File: src/rtl/clus_pattern_check_if.sv
// FIFO read-side bundle between the pattern checker (master) and its source FIFO (slave).
interface clus_pattern_check_if #(
    parameter int DATA_W = 32
) ();
    logic              fifo_empty;
    logic [DATA_W-1:0] fifo_data;
    logic              fifo_re;

    modport master (input fifo_empty, input fifo_data, output fifo_re);
    modport slave  (output fifo_empty, output fifo_data, input fifo_re);
endinterface

File: src/rtl/clus_pattern_check.sv
// Reads tagged events from a FIFO and checks header tag continuity and payload
// pattern (incrementing counter or alternating 0x55/0xAA), keeping sticky flags and counts.
module clus_pattern_check #(
    parameter int DATA_W = 32,
    parameter int TAG_W  = 20
) (
    input  logic                        fifoclk,
    input  logic                        fifoclk_reset,
    input  logic                        check_enable,
    input  logic                        pattern_type,
    input  logic                        err_clear,
    clus_pattern_check_if.master        fifo,
    output logic                        event_done,
    output logic [15:0]                 event_cnt,
    output logic [15:0]                 err_cnt,
    output logic                        tag_err,
    output logic                        data_err,
    output logic [TAG_W-1:0]            last_tag
);

    localparam logic [2:0] IDLE    = 3'd0;
    localparam logic [2:0] HDR_RD  = 3'd1;
    localparam logic [2:0] HDR_CHK = 3'd2;
    localparam logic [2:0] DAT_RD  = 3'd3;
    localparam logic [2:0] DAT_CHK = 3'd4;
    localparam logic [2:0] DONE    = 3'd5;

    localparam int SIZE_LSB = 20;
    localparam logic [DATA_W-1:0] PAT_55 = {(DATA_W/2){2'b01}};
    localparam logic [DATA_W-1:0] PAT_AA = ~PAT_55;

    logic [2:0]        state;
    logic [DATA_W-1:0] hdr;
    logic [DATA_W-1:0] exp_cnt;
    logic [DATA_W-1:0] exp_word;
    logic [13:0]       remaining;
    logic [TAG_W-1:0]  exp_tag;
    logic [TAG_W-1:0]  hdr_tag;
    logic [11:0]       hdr_size;
    logic              first_hdr;
    logic              exp_alt;
    logic              mode_alt;
    logic              zero_evt;
    logic              tag_mismatch;
    logic              data_mismatch;

    assign hdr_tag  = hdr[TAG_W-1:0];
    assign hdr_size = hdr[SIZE_LSB +: 12];
    assign exp_word = mode_alt ? (exp_alt ? PAT_AA : PAT_55) : exp_cnt;

    // Read strobe is decoded combinationally so it can only ever appear in IDLE/DAT_RD.
    assign fifo.fifo_re = !fifoclk_reset && !fifo.fifo_empty &&
                          (((state == IDLE) && check_enable) || (state == DAT_RD));

    assign event_done    = (state == DONE);
    assign tag_mismatch  = (state == HDR_CHK) && !first_hdr && (hdr_tag != exp_tag);
    assign data_mismatch = (state == DAT_CHK) && (fifo.fifo_data != exp_word);

    always_ff @(posedge fifoclk) begin
        if (fifoclk_reset) begin
            state     <= IDLE;
            hdr       <= '0;
            exp_cnt   <= '0;
            exp_alt   <= 1'b0;
            exp_tag   <= '0;
            remaining <= '0;
            first_hdr <= 1'b1;
            mode_alt  <= 1'b0;
            zero_evt  <= 1'b0;
            event_cnt <= '0;
            err_cnt   <= '0;
            tag_err   <= 1'b0;
            data_err  <= 1'b0;
            last_tag  <= '0;
        end else begin
            case (state)
                IDLE: begin
                    if (check_enable && !fifo.fifo_empty)
                        state <= HDR_RD;
                end
                HDR_RD: begin
                    hdr   <= fifo.fifo_data;
                    state <= HDR_CHK;
                end
                HDR_CHK: begin
                    remaining <= {hdr_size, 2'b00};
                    last_tag  <= hdr_tag;
                    mode_alt  <= pattern_type;
                    zero_evt  <= (hdr_size == '0);
                    first_hdr <= 1'b0;
                    exp_tag   <= hdr_tag + 1'b1;
                    if (tag_mismatch)
                        tag_err <= 1'b1;
                    state <= (hdr_size == '0) ? DONE : DAT_RD;
                end
                DAT_RD: begin
                    if (!fifo.fifo_empty)
                        state <= DAT_CHK;
                end
                DAT_CHK: begin
                    remaining <= remaining - 1'b1;
                    if (data_mismatch) begin
                        // Resync to the received word so one bad word costs one error.
                        data_err <= 1'b1;
                        if (mode_alt)
                            exp_alt <= (fifo.fifo_data != PAT_AA);
                        else
                            exp_cnt <= fifo.fifo_data + 1'b1;
                    end else if (mode_alt) begin
                        exp_alt <= ~exp_alt;
                    end else begin
                        exp_cnt <= exp_cnt + 1'b1;
                    end
                    state <= (remaining == 14'd1) ? DONE : DAT_RD;
                end
                DONE: begin
                    event_cnt <= event_cnt + 1'b1;
                    if (zero_evt) begin
                        if (mode_alt)
                            exp_alt <= ~exp_alt;
                        else
                            exp_cnt <= exp_cnt + 1'b1;
                    end
                    state <= IDLE;
                end
                default: state <= IDLE;
            endcase

            if ((tag_mismatch || data_mismatch) && (err_cnt != '1))
                err_cnt <= err_cnt + 1'b1;

            // Placed last so a clear beats any error or event count in the same cycle.
            if (err_clear) begin
                err_cnt   <= '0;
                event_cnt <= '0;
                tag_err   <= 1'b0;
                data_err  <= 1'b0;
                first_hdr <= 1'b1;
            end
        end
    end

endmodule

File: src/flat_wrapper.sv
// flat-port wrapper written by rule: the top's interface ports become plain ports
module clus_pattern_check_flat 
#(
    parameter int DATA_W = 32,
    parameter int TAG_W  = 20
)
  (fifoclk, fifoclk_reset, check_enable, pattern_type, err_clear, event_done, event_cnt, err_cnt, tag_err, data_err, last_tag, fifo_fifo_empty, fifo_fifo_data, fifo_fifo_re);
  clus_pattern_check_if #(.DATA_W(DATA_W)) fifo_i ();
  input  logic fifoclk;
  input  logic fifoclk_reset;
  input  logic check_enable;
  input  logic pattern_type;
  input  logic err_clear;
  output logic event_done;
  output logic [15:0] event_cnt;
  output logic [15:0] err_cnt;
  output logic tag_err;
  output logic data_err;
  output logic [TAG_W-1:0] last_tag;
  input wire logic [$bits(fifo_i.fifo_empty)-1:0] fifo_fifo_empty;
  input wire logic [$bits(fifo_i.fifo_data)-1:0] fifo_fifo_data;
  output wire logic [$bits(fifo_i.fifo_re)-1:0] fifo_fifo_re;
  assign fifo_i.fifo_empty = fifo_fifo_empty;
  assign fifo_i.fifo_data = fifo_fifo_data;
  assign fifo_fifo_re = fifo_i.fifo_re;
  clus_pattern_check #(.DATA_W(DATA_W), .TAG_W(TAG_W)) u_core (.fifoclk(fifoclk), .fifoclk_reset(fifoclk_reset), .check_enable(check_enable), .pattern_type(pattern_type), .err_clear(err_clear), .fifo(fifo_i), .event_done(event_done), .event_cnt(event_cnt), .err_cnt(err_cnt), .tag_err(tag_err), .data_err(data_err), .last_tag(last_tag));
endmodule
File: config.mk
export PLATFORM = sky130hd
export DESIGN_NAME = clus_pattern_check_flat
export DESIGN_NICKNAME = d
export VERILOG_FILES = /design/src/rtl/clus_pattern_check_if.sv /design/src/rtl/clus_pattern_check.sv /design/src/flat_wrapper.sv
export SDC_FILE = /design/constraint.sdc
export NUM_CORES = 1
export LEC_CHECK = 0
export BUFFER_PORTS_ARGS = -buffer_cell sky130_fd_sc_hd__buf_2
export CAP_MARGIN = 20
export CELL_PAD_IN_SITES_DETAIL_PLACEMENT = 1
export CELL_PAD_IN_SITES_GLOBAL_PLACEMENT = 2
export CORE_MARGIN = 2
export CORE_UTILIZATION = 38
export DETAILED_ROUTE_END_ITERATION = 8
export PLACE_DENSITY_LB_ADDON = 0.1
export SYNTH_ARGS = -nofsm -noshare
export SYNTH_HDL_FRONTEND = slang
export SYNTH_SLANG_ARGS = --single-unit
File: constraint.sdc
create_clock -name fifoclk -period 5.8 [get_ports fifoclk]
set_input_delay 0.29 -clock fifoclk [delete_from_list [all_inputs] [get_ports fifoclk]]
set_output_delay 0.29 -clock fifoclk [all_outputs]
set_load 0.05 [all_outputs]
* After elaboration in Yosys (flattened, before gate mapping)
Cells that the tools add are included.
** Operators by class
- Reductions and logical operators :: 23
- Order comparisons :: 0
- Eq/ne operators :: 15
- Multiplexer cells :: 18
- Bitwise operators :: 1
- Add/subtract/negate cells :: 6
- Div/mod/pow operators :: 0
- $mul :: 0
- Shift operators :: 0
** Operators by type and width (number)
- 32-bit 2-to-1 mux :: 6
- 32-bit by 1-bit adder with 32-bit output, second input constant :: 2
- 32-bit case mux with 2 select lines :: 1
- 16-bit by 1-bit adder with 16-bit output, second input constant :: 2
- 32-bit inequality test :: 1
- 32-bit inequality test, second input constant :: 1
- 14-bit case mux with 2 select lines :: 1
- 20-bit by 1-bit adder with 20-bit output, second input constant :: 1
- 20-bit inequality test :: 1
- 16-bit inequality test, second input constant :: 1
- 3-bit case mux with 5 select lines :: 1
- 14-bit by 1-bit == test with 1-bit output, second input constant :: 1
- 14-bit by 1-bit subtractor with 14-bit output, second input constant :: 1
- 12-bit zero test :: 1
- 3-bit 2-to-1 mux :: 4
- 1-bit logical AND :: 8
- 3-bit by 2-bit == test with 1-bit output, second input constant :: 2
- 3-bit == test, second input constant :: 2
- 2-bit AND reduction :: 3
- 3-bit AND reduction :: 2
- 1-bit 2-to-1 mux :: 4
- 2-bit inequality test, second input constant :: 2
- 2-bit nonzero test :: 2
- 3-bit by 1-bit == test with 1-bit output, second input constant :: 1
- 9 further kinds :: 12
** Storage, ports and cells
- Bits in read-only memories :: 0
- Bits of input ports :: 38
- Latch bits :: 0
- Memories :: 0
- Bits in writable memories :: 0
- Register bits after elaboration :: 159
- Output and inout port bits :: 56

* Depth between registers and ports, before layout
- Depth after elaboration :: 6
- Gate-level depth with buffers :: 11
- Depth with buffers taken out :: 8

* Worst setup path after synthesis
OpenSTA, ideal clock, no wires.
- Kind :: flip-flop to output port
- Start point :: reg u_core.state[0]
- End point :: out fifo_fifo_re
- Slack :: 2.420 ns
- Data arrival time :: 3.090 ns
- Cell stages (with the launch flop) :: 4
- Required time :: 5.510 ns
- Path buffers :: 1
- Path through :: dfxtp_1 -> clkbuf_1 -> nand2_1 -> a2111oi_0
** On the way
- Word-level cells in the longest chain between the ends :: 4
- Elaborated cells between the ends (all ways) :: 5
** RTL lines
- start, declared :: RTL line clus_pattern_check.sv:32 : logic [2:0] state;
- start signal, assigned :: RTL line clus_pattern_check.sv:94 : state <= (hdr_size == '0) ? DONE : DAT_RD;
- start signal, assigned :: RTL line clus_pattern_check.sv:114 : state <= (remaining == 14'd1) ? DONE : DAT_RD;
- 3-bit zero test :: RTL line clus_pattern_check.sv:53 : (((state == IDLE) && check_enable) || (state == DAT_RD));
- 1-bit logical AND :: RTL line clus_pattern_check.sv:53
- 1-bit logical OR (*) :: RTL line clus_pattern_check.sv:53
- 1-bit logical AND (*) :: RTL line clus_pattern_check.sv:52 : assign fifo.fifo_re = !fifoclk_reset && !fifo.fifo_empty &&
- end, declared :: RTL line flat_wrapper.sv:22 : output wire logic [$bits(fifo_i.fifo_re)-1:0] fifo_fifo_re;
Mark *: on every way between the ends. The rest lies on a longest branch, timed or not.

* Final worst setup path
- Start point :: reg u_core.state[0]
- End point :: reg u_core.exp_cnt[11]
** On the way
- Word-level cells in the longest chain between the ends :: 4
- Elaborated cells between the ends (all ways) :: 9
** RTL lines
- 3-bit == test :: RTL line clus_pattern_check.sv:57, clus_pattern_check.sv:76
- 1-bit logical AND :: RTL line clus_pattern_check.sv:57 : assign data_mismatch = (state == DAT_CHK) && (fifo.fifo_data != exp_word);
- 3-bit inequality test (no source line) / 32-bit 2-to-1 mux (equally long branches)
- 3-bit AND reduction (no source line) / 32-bit case mux with 2 select lines (equally long branches)
- end signal, assigned :: RTL line clus_pattern_check.sv:108 : exp_cnt <= fifo.fifo_data + 1'b1;
- end signal, assigned :: RTL line clus_pattern_check.sv:112 : exp_cnt <= exp_cnt + 1'b1;
- end signal, assigned :: RTL line clus_pattern_check.sv:122 : exp_cnt <= exp_cnt + 1'b1;
- end, declared :: RTL line clus_pattern_check.sv:34 : logic [DATA_W-1:0] exp_cnt;
Parallel ways exist; a longest one is shown, timed or not.
A chain may end at the register's enable or synchronous reset.

==> reports/metrics.yaml <==
status: "complete, no violations"
synth_edf_count: 0
postCtsSetupBuffers: 0
holdPathStages: 3
cpMaxStageDelayCell: "and2_1"
report.power.total_w: 0.002471
post_drt_wl_per_cell_um: 20.29
syn_inst: 1209
yosysMostFrequentCell: "nand2_1"
firstDrtPassIters: 5
drtIter0Drc: 591
overflow: 0
drv_slew: 0
avgViaCountPerCell: 5.733
yosysUniqueCellTypes: 73
cp_top_family: "simple AND/OR/NAND/NOR gates"
yosys_most_used_dff: "dfxtp_1"
crit_path_end_kind: "flop"
final_layout_size_suffix_gt1_frac: 0.1267
p_per_area_mw_per_mm2: 238.2
cap_violations: 0
die_w_um: 160.0
yosys_warnings: 0
drc: 0
nNetsFinal: 1272
crit_chain: "nor2_1, nand2_1, a31oi_1, buf_4, and2_1, buf_4, o21ai_0, a2111oi_0"
ios: 94
endpoint: "u_core.exp_cnt[11]"
clockBufferDepth: 2
syn_area_mm2: 0.009250
ctsHtreeMaxLevel: 4
hold_viol: 0
clk_pin_slew_ps: 70
grt_pass1_vias: 8816
slew_headroom: 0.4124
numCtsBuffers: 17
drtAntennaViolNets: 0
period_share: 0.5694
cp-start-kind: "flop"
reg2regPathDepth: 8
syn2layout_area_growth_pct: 12.16
ir_worst_vdd_v: 0.0001548
r2r_end: "u_core.exp_cnt[11]"
worst_slew_pin_slew_ps: 873.3
yosysTopAreaCell: "dfxtp_1"
synth_nets: 1255
period_needed_ps: 3303
grt_max_degree: 71
worstSkewPairLatency_ps: 430
fin_tns_setup_ps: 0
cts_tree: "built"
grt_use_total: 0.2491
arrival_ps: 3620
rsz0062_at_grt: "false"
required_ps: 6110
cts_root_buf: "clkbuf_16"
reg2reg_from: "u_core.state[0]"
hpwl_um: 22800
die_height_um: 160.0
timing_worst_setup_path_type: "reg -> reg"
clock.fmax_mhz: 302.8
crit_path_frequent_cell: "buf_4"
yosysSeqAreaShare: 0.3441
grt_pass1_wl_um: 50840
synthArstFlopShare: 0
ys_top_cells_by_count: "200 x nand2_1, 159 x dfxtp_1, 99 x a21oi_1"
antenna_found_initial: 0
cp_max_fo: 33
rows: 57
hold_class: "in -> reg"
wl_um: 31710
port_buffers: 93
cts_resized: 0
skew_ps: 11.97
p_leak_nw: 3.551
path_buf_inv: 2
cts.sinks: 159
critPathLaunch: "u_core.state[0]"
max_stage_delay_ps: 470
diodes: 0
start_util: 0.3837
design_area_mm2: 0.01038
synth-seq-cells: 159
critical_path_depth: 8
dieArea_mm2: 0.02561
placed_area_mm2: 0.009768
final_cells: 1563
synth.avg_cell_area_um2: 7.651
route.vias.total: 8961
cts_hold_buf: 0
core_mm2: 0.02411
synth_top_cell_area_share: 0.3441
placed_cells: 1529
r2r_slack_ps: 2500
gp_congestion: 0.8287
netlist_top_cells_area: "dfxtp_1 34%, nand2_1 8.1%, xnor2_1 6.2%, a21oi_1 5.4%, xor2_1 4.2%"
finalSetupViolations: 0
-- registers in the layout, indices dropped and copies added, names as in the netlist --
name,cells
u_core.remaining,14
u_core.exp_alt,1
u_core.tag_err,1
u_core.first_hdr,1
u_core.zero_evt,1
u_core.exp_cnt,32
u_core.state,3
u_core.err_cnt,16
u_core.mode_alt,1
u_core.last_tag,20
u_core.event_cnt,16
u_core.exp_tag,20
u_core.data_err,1
u_core.hdr,32
-- layout make-up --
cell class,instances,area [um^2]
multi-input combinational,929,5588
sequential,159,3183
tap,324,405.4
clock buffer,18,439.2
inverter,15,56.30
clock inverter,14,145.1
fill,3047,13730
timing repair buffer,104,558.0
-- kinds of logic after synthesis --
| family | synth area share |
|---|---|
| DFF | 0.3441 |
| buffers and inverters | 0.05410 |
| xor gates and xnor gates | 0.1042 |
| adders and majority gates | 0.01082 |
| muxes | 0.009874 |
| AOI/OAI and AO/OA | 0.1817 |
| and+or+nand+nor | 0.2953 |
-- report_power, final --
part | internal, W | leakage (nW) | switching [W]
Sequential | 0.00111 | 1.28 | 0.0000259
Clock | 0.000585 | 0.274 | 0.000550
Combinational | 0.0000698 | 1.99 | 0.000133
Total | 0.00176 | 3.55 | 0.000709
-- tightest hold or removal path: stages --
cell and delay [ps]:
buf_2 100, nand2_1 50, a21oi_1 50
-- through the flow --
step / setup slack, ps / utilization / hold WS (ps)
after global placement: 2171 / 0.4052 / 437.9
after detailed placement: 1990 / 0.4052 / 445.3
final: 2497 / 0.4304 / 110.0
after floorplan: 2420 / - / 421.8
after global routing: 2061 / 0.4304 / 101.5
after CTS: 1999 / 0.4295 / 89.60
-- routing by layer --
| metal | track usage | share of wire | wire length, um | vias up |
|---|---|---|---|---|
| li1 | - | - | - | 4354 |
| met5 | 0 | 0 | 0 | - |
| met4 | 0.06265 | 0.015 | 465 | 0 |
| met3 | 0.02935 | 0.035 | 1124 | 28 |
| met1 | 0.3582 | 0.50 | 15780 | 4392 |
| met2 | 0.3977 | 0.45 | 14340 | 187 |
-- how the worst min path moves through the flow --
stage,end,slack (ps),start
3_3_place_gp,u_core.first_hdr,440,u_core.first_hdr
4_1_cts,u_core.mode_alt,90,pattern_type
6_report,u_core.mode_alt,110,pattern_type
2_1_floorplan,u_core.first_hdr,420,u_core.first_hdr
3_5_place_dp,u_core.last_tag[10],450,u_core.last_tag[10]
5_1_grt,u_core.mode_alt,100,pattern_type
-- placed cells by master, fill, tap and decap left out, drive strengths merged, types with 10 or more instances in the layout --
cell    Yosys  layout
buf        21     104
and4       10      10
nor4       16      16
nor3       31      31
xnor2      66      66
o21ai      25      25
nor2       91      91
a21oi      99      99
inv        14      21
or4        13      13
and3       28      28
dfxtp     159     159
a211oi     19      19
a31oi      14      14
nand3      64      64
clkbuf     85      18
nand2     200     200
xor2       44      44
or3        14      14
nand4      34      34
o22ai      10      10
Note: power is estimated with default switching activity, not from simulation.
